[src/rtl/cordic_vec_sequencer.sv]
// cordic_vec_sequencer
//   Iterative vectoring CORDIC controller. It accepts one Q4.11 (X,Y) pair,
//   pre-rotates it into the right half-plane, and then drives Y towards zero
//   with ITER shift-add micro-rotations on a single shared stage. It returns
//   the magnitude (CORDIC gain included, saturated) and the angle atan2(Y,X)
//   in radians (Q4.11). Only one transaction is in flight at a time.
//
// Ports
//   clk        rising-edge clock
//   rst        synchronous active-high reset
//   in_valid   input pair valid
//   in_ready   block can accept a pair (high only in IDLE)
//   x_in/y_in  signed Q4.11 input vector
//   out_valid  result valid (held in DONE until out_ready)
//   out_ready  consumer accepts the result
//   mag_out    K*sqrt(X^2+Y^2), Q4.11, saturated to WIDTH bits
//   ang_out    atan2(Y,X), Q4.11 radians
//   busy       high in any state other than IDLE
module cordic_vec_sequencer #(
    parameter int WIDTH = 16,
    parameter int ITER  = 12,
    parameter int GUARD = 2
) (
    input  logic                    clk,
    input  logic                    rst,
    input  logic                    in_valid,
    output logic                    in_ready,
    input  logic signed [WIDTH-1:0] x_in,
    input  logic signed [WIDTH-1:0] y_in,
    output logic                    out_valid,
    input  logic                    out_ready,
    output logic signed [WIDTH-1:0] mag_out,
    output logic signed [WIDTH-1:0] ang_out,
    output logic                    busy
);

    localparam int IW = WIDTH + GUARD;

    localparam logic [1:0] S_IDLE = 2'd0;
    localparam logic [1:0] S_PRE  = 2'd1;
    localparam logic [1:0] S_ITER = 2'd2;
    localparam logic [1:0] S_DONE = 2'd3;

    localparam logic [3:0]          CNT_END = 4'(ITER);
    localparam logic signed [IW-1:0] HALF_PI = IW'(3217);
    localparam logic signed [IW-1:0] SAT_MAX = IW'((1 << (WIDTH - 1)) - 1);
    localparam logic signed [IW-1:0] SAT_MIN = IW'(-(1 << (WIDTH - 1)));

    // atan(2^-i) in Q4.11, rounded
    function automatic logic signed [IW-1:0] atan_lut(input logic [3:0] idx);
        case (idx)
            4'd0:    return IW'(1608);
            4'd1:    return IW'(950);
            4'd2:    return IW'(502);
            4'd3:    return IW'(255);
            4'd4:    return IW'(128);
            4'd5:    return IW'(64);
            4'd6:    return IW'(32);
            4'd7:    return IW'(16);
            4'd8:    return IW'(8);
            4'd9:    return IW'(4);
            4'd10:   return IW'(2);
            4'd11:   return IW'(1);
            4'd12:   return IW'(1);
            default: return '0;
        endcase
    endfunction

    function automatic logic signed [WIDTH-1:0] sat_w(input logic signed [IW-1:0] v);
        if (v > SAT_MAX) begin
            return SAT_MAX[WIDTH-1:0];
        end else if (v < SAT_MIN) begin
            return SAT_MIN[WIDTH-1:0];
        end else begin
            return v[WIDTH-1:0];
        end
    endfunction

    logic [1:0]              state_q, state_d;
    logic [3:0]              cnt_q, cnt_d;
    logic signed [IW-1:0]    x_q, x_d;
    logic signed [IW-1:0]    y_q, y_d;
    logic signed [IW-1:0]    z_q, z_d;
    logic                    zero_q, zero_d;
    logic                    vld_q, vld_d;
    logic signed [WIDTH-1:0] mag_q, mag_d;
    logic signed [WIDTH-1:0] ang_q, ang_d;

    logic signed [IW-1:0] xs, ys;

    assign xs = x_q >>> cnt_q;
    assign ys = y_q >>> cnt_q;

    always_comb begin
        state_d = state_q;
        cnt_d   = cnt_q;
        x_d     = x_q;
        y_d     = y_q;
        z_d     = z_q;
        zero_d  = zero_q;
        vld_d   = vld_q;
        mag_d   = mag_q;
        ang_d   = ang_q;

        case (state_q)
            S_IDLE: begin
                if (in_valid) begin
                    x_d     = {{GUARD{x_in[WIDTH-1]}}, x_in};
                    y_d     = {{GUARD{y_in[WIDTH-1]}}, y_in};
                    z_d     = '0;
                    state_d = S_PRE;
                end
            end

            S_PRE: begin
                // Negations happen at IW bits so -(-2^(WIDTH-1)) does not wrap.
                zero_d = 1'b0;
                if (x_q == '0 && y_q == '0) begin
                    // The zero vector has no angle; freeze Z at 0 so the
                    // micro-rotations do not accumulate the LUT into it.
                    zero_d = 1'b1;
                    x_d    = '0;
                    y_d    = '0;
                    z_d    = '0;
                end else if (!x_q[IW-1]) begin
                    z_d = '0;
                end else if (!y_q[IW-1]) begin
                    x_d = y_q;
                    y_d = -x_q;
                    z_d = HALF_PI;
                end else begin
                    x_d = -y_q;
                    y_d = x_q;
                    z_d = -HALF_PI;
                end
                cnt_d   = '0;
                state_d = S_ITER;
            end

            S_ITER: begin
                if (cnt_q == CNT_END) begin
                    // Finalize cycle after the last micro-rotation: register
                    // the results and present them in DONE.
                    mag_d   = sat_w(x_q);
                    ang_d   = z_q[WIDTH-1:0];
                    vld_d   = 1'b1;
                    state_d = S_DONE;
                end else begin
                    if (!zero_q) begin
                        if (y_q[IW-1]) begin
                            x_d = x_q - ys;
                            y_d = y_q + xs;
                            z_d = z_q - atan_lut(cnt_q);
                        end else begin
                            x_d = x_q + ys;
                            y_d = y_q - xs;
                            z_d = z_q + atan_lut(cnt_q);
                        end
                    end
                    cnt_d = cnt_q + 4'd1;
                end
            end

            S_DONE: begin
                if (out_ready) begin
                    vld_d   = 1'b0;
                    state_d = S_IDLE;
                end
            end

            default: begin
                state_d = S_IDLE;
            end
        endcase
    end

    always_ff @(posedge clk) begin
        if (rst) begin
            state_q <= S_IDLE;
            cnt_q   <= '0;
            x_q     <= '0;
            y_q     <= '0;
            z_q     <= '0;
            zero_q  <= 1'b0;
            vld_q   <= 1'b0;
            mag_q   <= '0;
            ang_q   <= '0;
        end else begin
            state_q <= state_d;
            cnt_q   <= cnt_d;
            x_q     <= x_d;
            y_q     <= y_d;
            z_q     <= z_d;
            zero_q  <= zero_d;
            vld_q   <= vld_d;
            mag_q   <= mag_d;
            ang_q   <= ang_d;
        end
    end

    assign in_ready  = (state_q == S_IDLE);
    assign busy      = (state_q != S_IDLE);
    assign out_valid = vld_q;
    assign mag_out   = mag_q;
    assign ang_out   = ang_q;

endmodule
[config.mk]
export PLATFORM = sky130hd
export DESIGN_NAME = cordic_vec_sequencer
export DESIGN_NICKNAME = d
export VERILOG_FILES = /design/src/rtl/cordic_vec_sequencer.sv
export SDC_FILE = /design/constraint.sdc
export NUM_CORES = 1
export LEC_CHECK = 0
export ABC_AREA = 0
export CAP_MARGIN = 10
export CORE_ASPECT_RATIO = 1.75
export CORE_MARGIN = 2
export CORE_UTILIZATION = 30
export CTS_CLUSTER_DIAMETER = 60
export DETAILED_ROUTE_END_ITERATION = 12
export PLACE_DENSITY = 0.6
export SYNTH_ARGS = -nofsm -noshare
export SYNTH_HDL_FRONTEND = slang
export SYNTH_SLANG_ARGS = --single-unit
[constraint.sdc]
create_clock -name clk -period 4.6 [get_ports clk]
set_clock_uncertainty 0.15 [all_clocks]
set_input_delay 0.46 -clock clk [delete_from_list [all_inputs] [get_ports clk]]
set_output_delay 0.46 -clock clk [all_outputs]
set_load 0.01 [all_outputs]
# Word level (Yosys, flattened, before mapping)
# Memories as Yosys holds them, arrays and structs flattened. A register that Yosys moved wholly into a read port is not among the register bits.
# Index checks and enable logic that the tools add are counted.
[word_totals]
n_memories = 2
rom_bits = 352
input_bits = 36
word_cells = 97
regBits = 94
[op_classes]
shifts = 2
add_sub_neg = 9
magnitude_cmp = 2
reduce_logical = 14
n_mux = 48
n_eq_ne = 10
[mem_list]
columns = ["name", "depth", "word_bits", "read_ports", "rd_clocked_by_memory_dff", "wr", "line_no", "text"]
rows = [
  ["(name not given)", 16, 11, 1, 1, 0, "51", "case (idx)"],
  ["(name not given)", 16, 11, 1, 1, 0, "51", ""],
]
[ops]
columns = ["cell", "n"]
rows = [
  ["2-to-1 mux 18 bit", 29],
  ["one-hot mux 18 bit (3 select lines)", 3],
  ["adder 18 bit", 3],
  ["subtractor 18 bit", 3],
  ["logical NOT 18 bit", 2],
  ["negation 18 bit", 2],
  [">>> shifter 18 x 4 -> 18 bit", 2],
  ["2-to-1 mux 16 bit", 2],
  ["2-to-1 mux 4 bit", 5],
  ["> comparator 18 x 16 -> 1 bit (second input constant)", 1],
  ["< comparator 18 x 16 -> 1 bit (second input constant)", 1],
  ["!= test 2 bit (second input constant)", 5],
  ["one-hot mux 2 bit (4 select lines)", 1],
  ["one-hot mux 4 bit (2 select lines)", 1],
  ["2-to-1 mux 2 bit", 3],
  ["AND reduction 3 bit", 2],
  ["nonzero test 2 bit", 3],
  ["AND reduction 5 bit", 1],
  ["adder 4 x 1 -> 4 bit (second input constant)", 1],
  ["== test 2 bit (second input constant)", 2],
  ["== test 4 bit (second input constant)", 1],
  ["AND reduction 2 bit", 2],
  ["AND reduction 4 bit", 1],
  ["2-to-1 mux 1 bit", 3],
  ["6 further kinds", 6],
]

# Logic depth before layout (Yosys ltp)
[depth]
depth_word = 9
mapped_depth = 23

# Least setup slack after synthesis
# Ideal clock, no wire load.
[synth_path]
path_type = "register to register"
startpoint = "register cnt_q[1]"
endpoint = "register y_q[15]"
slack_ns = -0.038
n_path_buf = 3
setup_time_ns = 0.070
synth_period_minus_slack_ns = 4.638
path_stages_with_launch = 21
arrival_time_ns = 4.417
cell_sequence = "dfxtp_1 -> buf_2 -> buf_2 -> buf_2 -> mux4_2 -> a22oi_1 -> o21ai_0 -> a211oi_2 -> and3b_1 -> nor2_1 -> xor2_1 -> ha_1 -> a211o_1 -> or2_2 -> o311a_1 -> o41a_1 -> o21a_1 -> xor2_1 -> a221oi_1 -> or3_1 -> a21oi_1"
[synth_between]
elab_chain_len = 6
[synth_lines]
columns = ["item", "line_no", "text"]
rows = [
  ["from (decl)", "80", "logic [3:0] cnt_q, cnt_d;"],
  ["from (signal assigned)", "190", "cnt_q <= cnt_d;"],
  [">>> shifter 18 x 4 -> 18 bit", "91", "assign xs = x_q >>> cnt_q;"],
  ["subtractor 18 bit / adder 18 bit (equally long branches)", "156, 152", ""],
  ["2-to-1 mux 18 bit", "150", "if (y_q[IW-1]) begin"],
  ["2-to-1 mux 18 bit", "149", "if (!zero_q) begin"],
  ["2-to-1 mux 18 bit", "141", "if (cnt_q == CNT_END) begin"],
  ["one-hot mux 18 bit (3 select lines)", "105", "case (state_q)"],
  ["to (signal assigned)", "192", "y_q <= y_d;"],
  ["to (decl)", "82", "logic signed [IW-1:0] y_q, y_d;"],
]
# Several ways; a longest one is shown, not always the timed one. The select of a mux whose other input is x is not followed.
# A chain may end at the register's enable or synchronous reset.

# Worst setup path after layout
[layout_path]
startpoint = "register cnt_q[0]"
endpoint = "register y_q[15]"
# The elaborated chain is that of the path after synthesis.

==> results.py <==
metrics = {
    "yosys": {
        "synth.cells.most_frequent": "sky130_fd_sc_hd__nor2_1 (149), sky130_fd_sc_hd__a21oi_1 (145), sky130_fd_sc_hd__nand2_1 (126)",
        "mappedNetlistArea_um2": 10500,
        "ys_async_sr_fraction_pct": 0,
        "post_synth_cell_types": 81,
        "xor_and_xnor_fraction_of_the_mapped_netlist_area_pct": 8.45,
        "synth-seq-area-share_pct": 19.7,
        "synth.most_common_cell": "sky130_fd_sc_hd__nor2_1",
        "yosys.area_share.simple_pct": 19.7,
        "synth_area_leader_cell": "sky130_fd_sc_hd__dfxtp_1",
        "syn-mean-instance-area_um2": 7.71,
        "muxShareOfSynthArea_pct": 12.7,
        "mappedNetlistNets": 1464,
        "ys_dominant_reg_cell": "sky130_fd_sc_hd__dfxtp_1",
        "synth_top_cell_area_share_pct": 19.7,
        "synth_seq_cells": 103,
        "synth-warning-count": 0,
        "compound_gate_fraction_of_synth_area_pct": 24.3,
        "synth_edf_count": 0,
        "netlist_instances": 1358,
        "synth_adder_area_share_pct": 8.58,
        "synth_top_family_by_area": "compound AO/OA/AOI/OAI gates",
        "synth_top_cells_by_area": "sky130_fd_sc_hd__dfxtp_1 (20%), sky130_fd_sc_hd__mux4_2 (8.4%), sky130_fd_sc_hd__ha_1 (8.0%)",
    },
    "setup_path": {
        "timing.setup.critical_path_class": "register to register",
        "critPathLaunchType": "register",
        "worst_path_largest_cell_delay_ps": 530,
        "worst_setup_path_end_kind": "register",
        "worstReg2RegEnd": "y_q[15]",
        "cell_with_the_largest_stage_delay_on_the_worst_path": "sky130_fd_sc_hd__mux4_2",
        "cpLargestDelayFamily": "compound AO/OA/AOI/OAI gates",
        "crit_path_cell_trace": "buf_6 > mux4_2 > mux4_2 > a211oi_2 > and3b_1 > nor2_2 > xor2_1 > ha_1 > a211o_1 > or2_4 > o311a_1 > o41a_1 > o21a_1 > xor2_1 > a221oi_1 > or3_1 > a21oi_1",
        "reg2reg_depth": 17,
        "path_buf_inv": 1,
        "setup.reg_to_reg.worst_slack_ps": -70,
        "crit_arrival_ps": 4820,
        "worst_ep_required_time_ps": 4750,
        "cp_max_fo": 5,
        "critical_path.reg2reg.startpoint": "cnt_q[0]",
    },
    "grt": {
        "grt_remaining_overflow": 0,
        "groute.usage.overall_pct": 20.8,
        "wire_length_of_the_first_global_routing_pass_um": 60000,
        "first_global_vias": 11200,
        "antenna_violations_before_repair": 0,
        "grt_start_max_net_pins": 53,
    },
    "cts": {
        "cts_root_buffer": "sky130_fd_sc_hd__clkbuf_16",
        "cts_tree": "yes",
        "numClockSinks": 103,
        "skew_pair_late_insertion_delay_ps": 380,
        "clockBufferDepth": 2,
        "cts-buffers-inserted": 9,
        "clk_transition_reported_paths_ps": 90,
        "postCtsHoldBufs": 0,
        "htree_num_levels": 3,
    },
    "timing": {
        "max_slew.worst_pin.slew_ps": 1140,
        "fin_crit_ps": 4670,
        "rsz0062_at_grt": "yes",
        "max_freq_mhz": 214,
        "final.setup.worst_slack_ps": -71.0,
        "worst_slew_margin_rel_pct": 24.1,
        "timing.final.setup_violations": 2,
        "slew_violations": 0,
        "final_hold_viol_count": 0,
        "final.period_utilization_pct": 102,
        "final.hold.worst_slack_ps": 306,
    },
    "detailed_routing": {
        "first_pass_iters": 5,
        "initialDrtViolationCount": 629,
        "route.vias.total": 11300,
        "detail_route.drc_violations": 0,
        "drt-wirelength-per-cell_um": 19.3,
        "route.detailed.vias_per_inst": 5.54,
        "count_of_antenna_violating_nets_left_after_detailed_routing": 0,
        "drt-total-wl_um": 39400,
    },
    "placed_design": {
        "dp_slack_ps": -291,
        "io_buffer_count": 70,
        "dpl.hpwl_um": 29900,
        "gp_congestion": 0.955,
    },
    "floorplan": {
        "rows": 90,
        "fp.dieW_um": 145,
        "dieHeight_um": 251,
        "core_area_um2": 34500,
        "initial_core_util_pct": 30.4,
        "design.portCount": 71,
        "die_area_um2": 36500,
    },
    "outcome": {
        "violations": "setup timing",
        "outcome": "finished with violations",
    },
    "finish": {
        "antenna_cells": 0,
        "final_core_utilization_pct": 39.9,
        "layout-area-overhead-vs-synth_pct": 31.3,
        "fin_nets": 1681,
        "layout-drive-gt1-share_pct": 24.3,
    },
    "hold_path": {
        "hold_path_startpoint": "ang_out[12]",
        "min_to": "ang_out[12]",
        "hp-class": "register to register",
        "whs_path_depth": 2,
    },
    "job": {
        "cap_viol_max_count": 0,
    },
}
-- routing by layer --
| layer | GRT usage [%] | wire length, um | vias up |
|---|---|---|---|
| met5 | 0 | 0 | - |
| met4 | 14.8 | 3010 | 0 |
| met3 | 2.94 | 1510 | 152 |
| met2 | 38.6 | 20200 | 347 |
| met1 | 21.3 | 14700 | 5449 |
| li1 | - | - | 5345 |
-- worst reg2reg max path, cell delays in order (launching register included) --
cell and delay (ps):
sky130_fd_sc_hd__dfxtp_4 400, sky130_fd_sc_hd__buf_6 120, sky130_fd_sc_hd__mux4_2 500, sky130_fd_sc_hd__mux4_2 530, sky130_fd_sc_hd__a211oi_2 190, sky130_fd_sc_hd__and3b_1 220, sky130_fd_sc_hd__nor2_2 40, sky130_fd_sc_hd__xor2_1 160
sky130_fd_sc_hd__ha_1 310, sky130_fd_sc_hd__a211o_1 270, sky130_fd_sc_hd__or2_4 220, sky130_fd_sc_hd__o311a_1 130, sky130_fd_sc_hd__o41a_1 370, sky130_fd_sc_hd__o21a_1 240, sky130_fd_sc_hd__xor2_1 140, sky130_fd_sc_hd__a221oi_1 90
sky130_fd_sc_hd__or3_1 360, sky130_fd_sc_hd__a21oi_1 150
-- worst max path at each step --
stage | start | to | slack (ps) | cells after the start
floorplan | cnt_q[3] | y_q[15] | 20 | 19
global placement | cnt_q[1] | x_q[15] | -260 | 18
detailed placement | cnt_q[1] | y_q[15] | -290 | 18
CTS | cnt_q[0] | x_q[15] | -40 | 18
global route | cnt_q[0] | x_q[15] | -210 | 20
finish | cnt_q[0] | y_q[15] | -70 | 17
-- final cells by class --
type,count,area (um2)
clock buffer,9,225
tap,460,576
multi-input combinational,1094,7970
clock inverter,7,95.1
inverter,59,221
sequential,103,2080
fill,3592,20700
timing repair buffer,308,2580
-- kinds of logic after synthesis --
family	Yosys count
compound gates	397
xor+xnor	101
fa+ha+maj	70
buf+inv	161
flops	103
mux	83
simple gates	443
-- stage by stage --
stage	setup TNS, ps	cell area (um2)	std cells
floorplan	0	10500	1358
global placement	-1100	12900	1992
detailed placement	-1810	12900	1992
CTS	-59.7	13300	2015
global route	-1190	13700	2040
finish	-94.5	13700	2040
-- cell usage in the layout, fill, tap and decap left out, types with 18 or more instances in the layout --
cell type	n
sky130_fd_sc_hd__buf_4	226
sky130_fd_sc_hd__nor2_1	146
sky130_fd_sc_hd__a21oi_1	135
sky130_fd_sc_hd__nand2_1	124
sky130_fd_sc_hd__dfxtp_1	96
sky130_fd_sc_hd__clkdlybuf4s50_1	69
sky130_fd_sc_hd__xnor2_1	63
sky130_fd_sc_hd__ha_1	62
sky130_fd_sc_hd__inv_1	57
sky130_fd_sc_hd__o21ai_0	54
sky130_fd_sc_hd__nor3_1	44
sky130_fd_sc_hd__mux4_2	39
sky130_fd_sc_hd__xor2_1	36
sky130_fd_sc_hd__mux2i_1	30
sky130_fd_sc_hd__nand3_1	19
sky130_fd_sc_hd__a31oi_1	19
sky130_fd_sc_hd__o21a_1	18
-- timing repair --
action | 4_1_cts | 5_1_grt
setup endpoints to repair | 15 | 19
pin swaps | 3 | 46
gates resized for setup | 10 | 75
setup buffers | 7 | 25
Power is left out: the tool's default activity adds up to more than one toggle a clock period on the data nets, which glitch-free logic cannot reach.
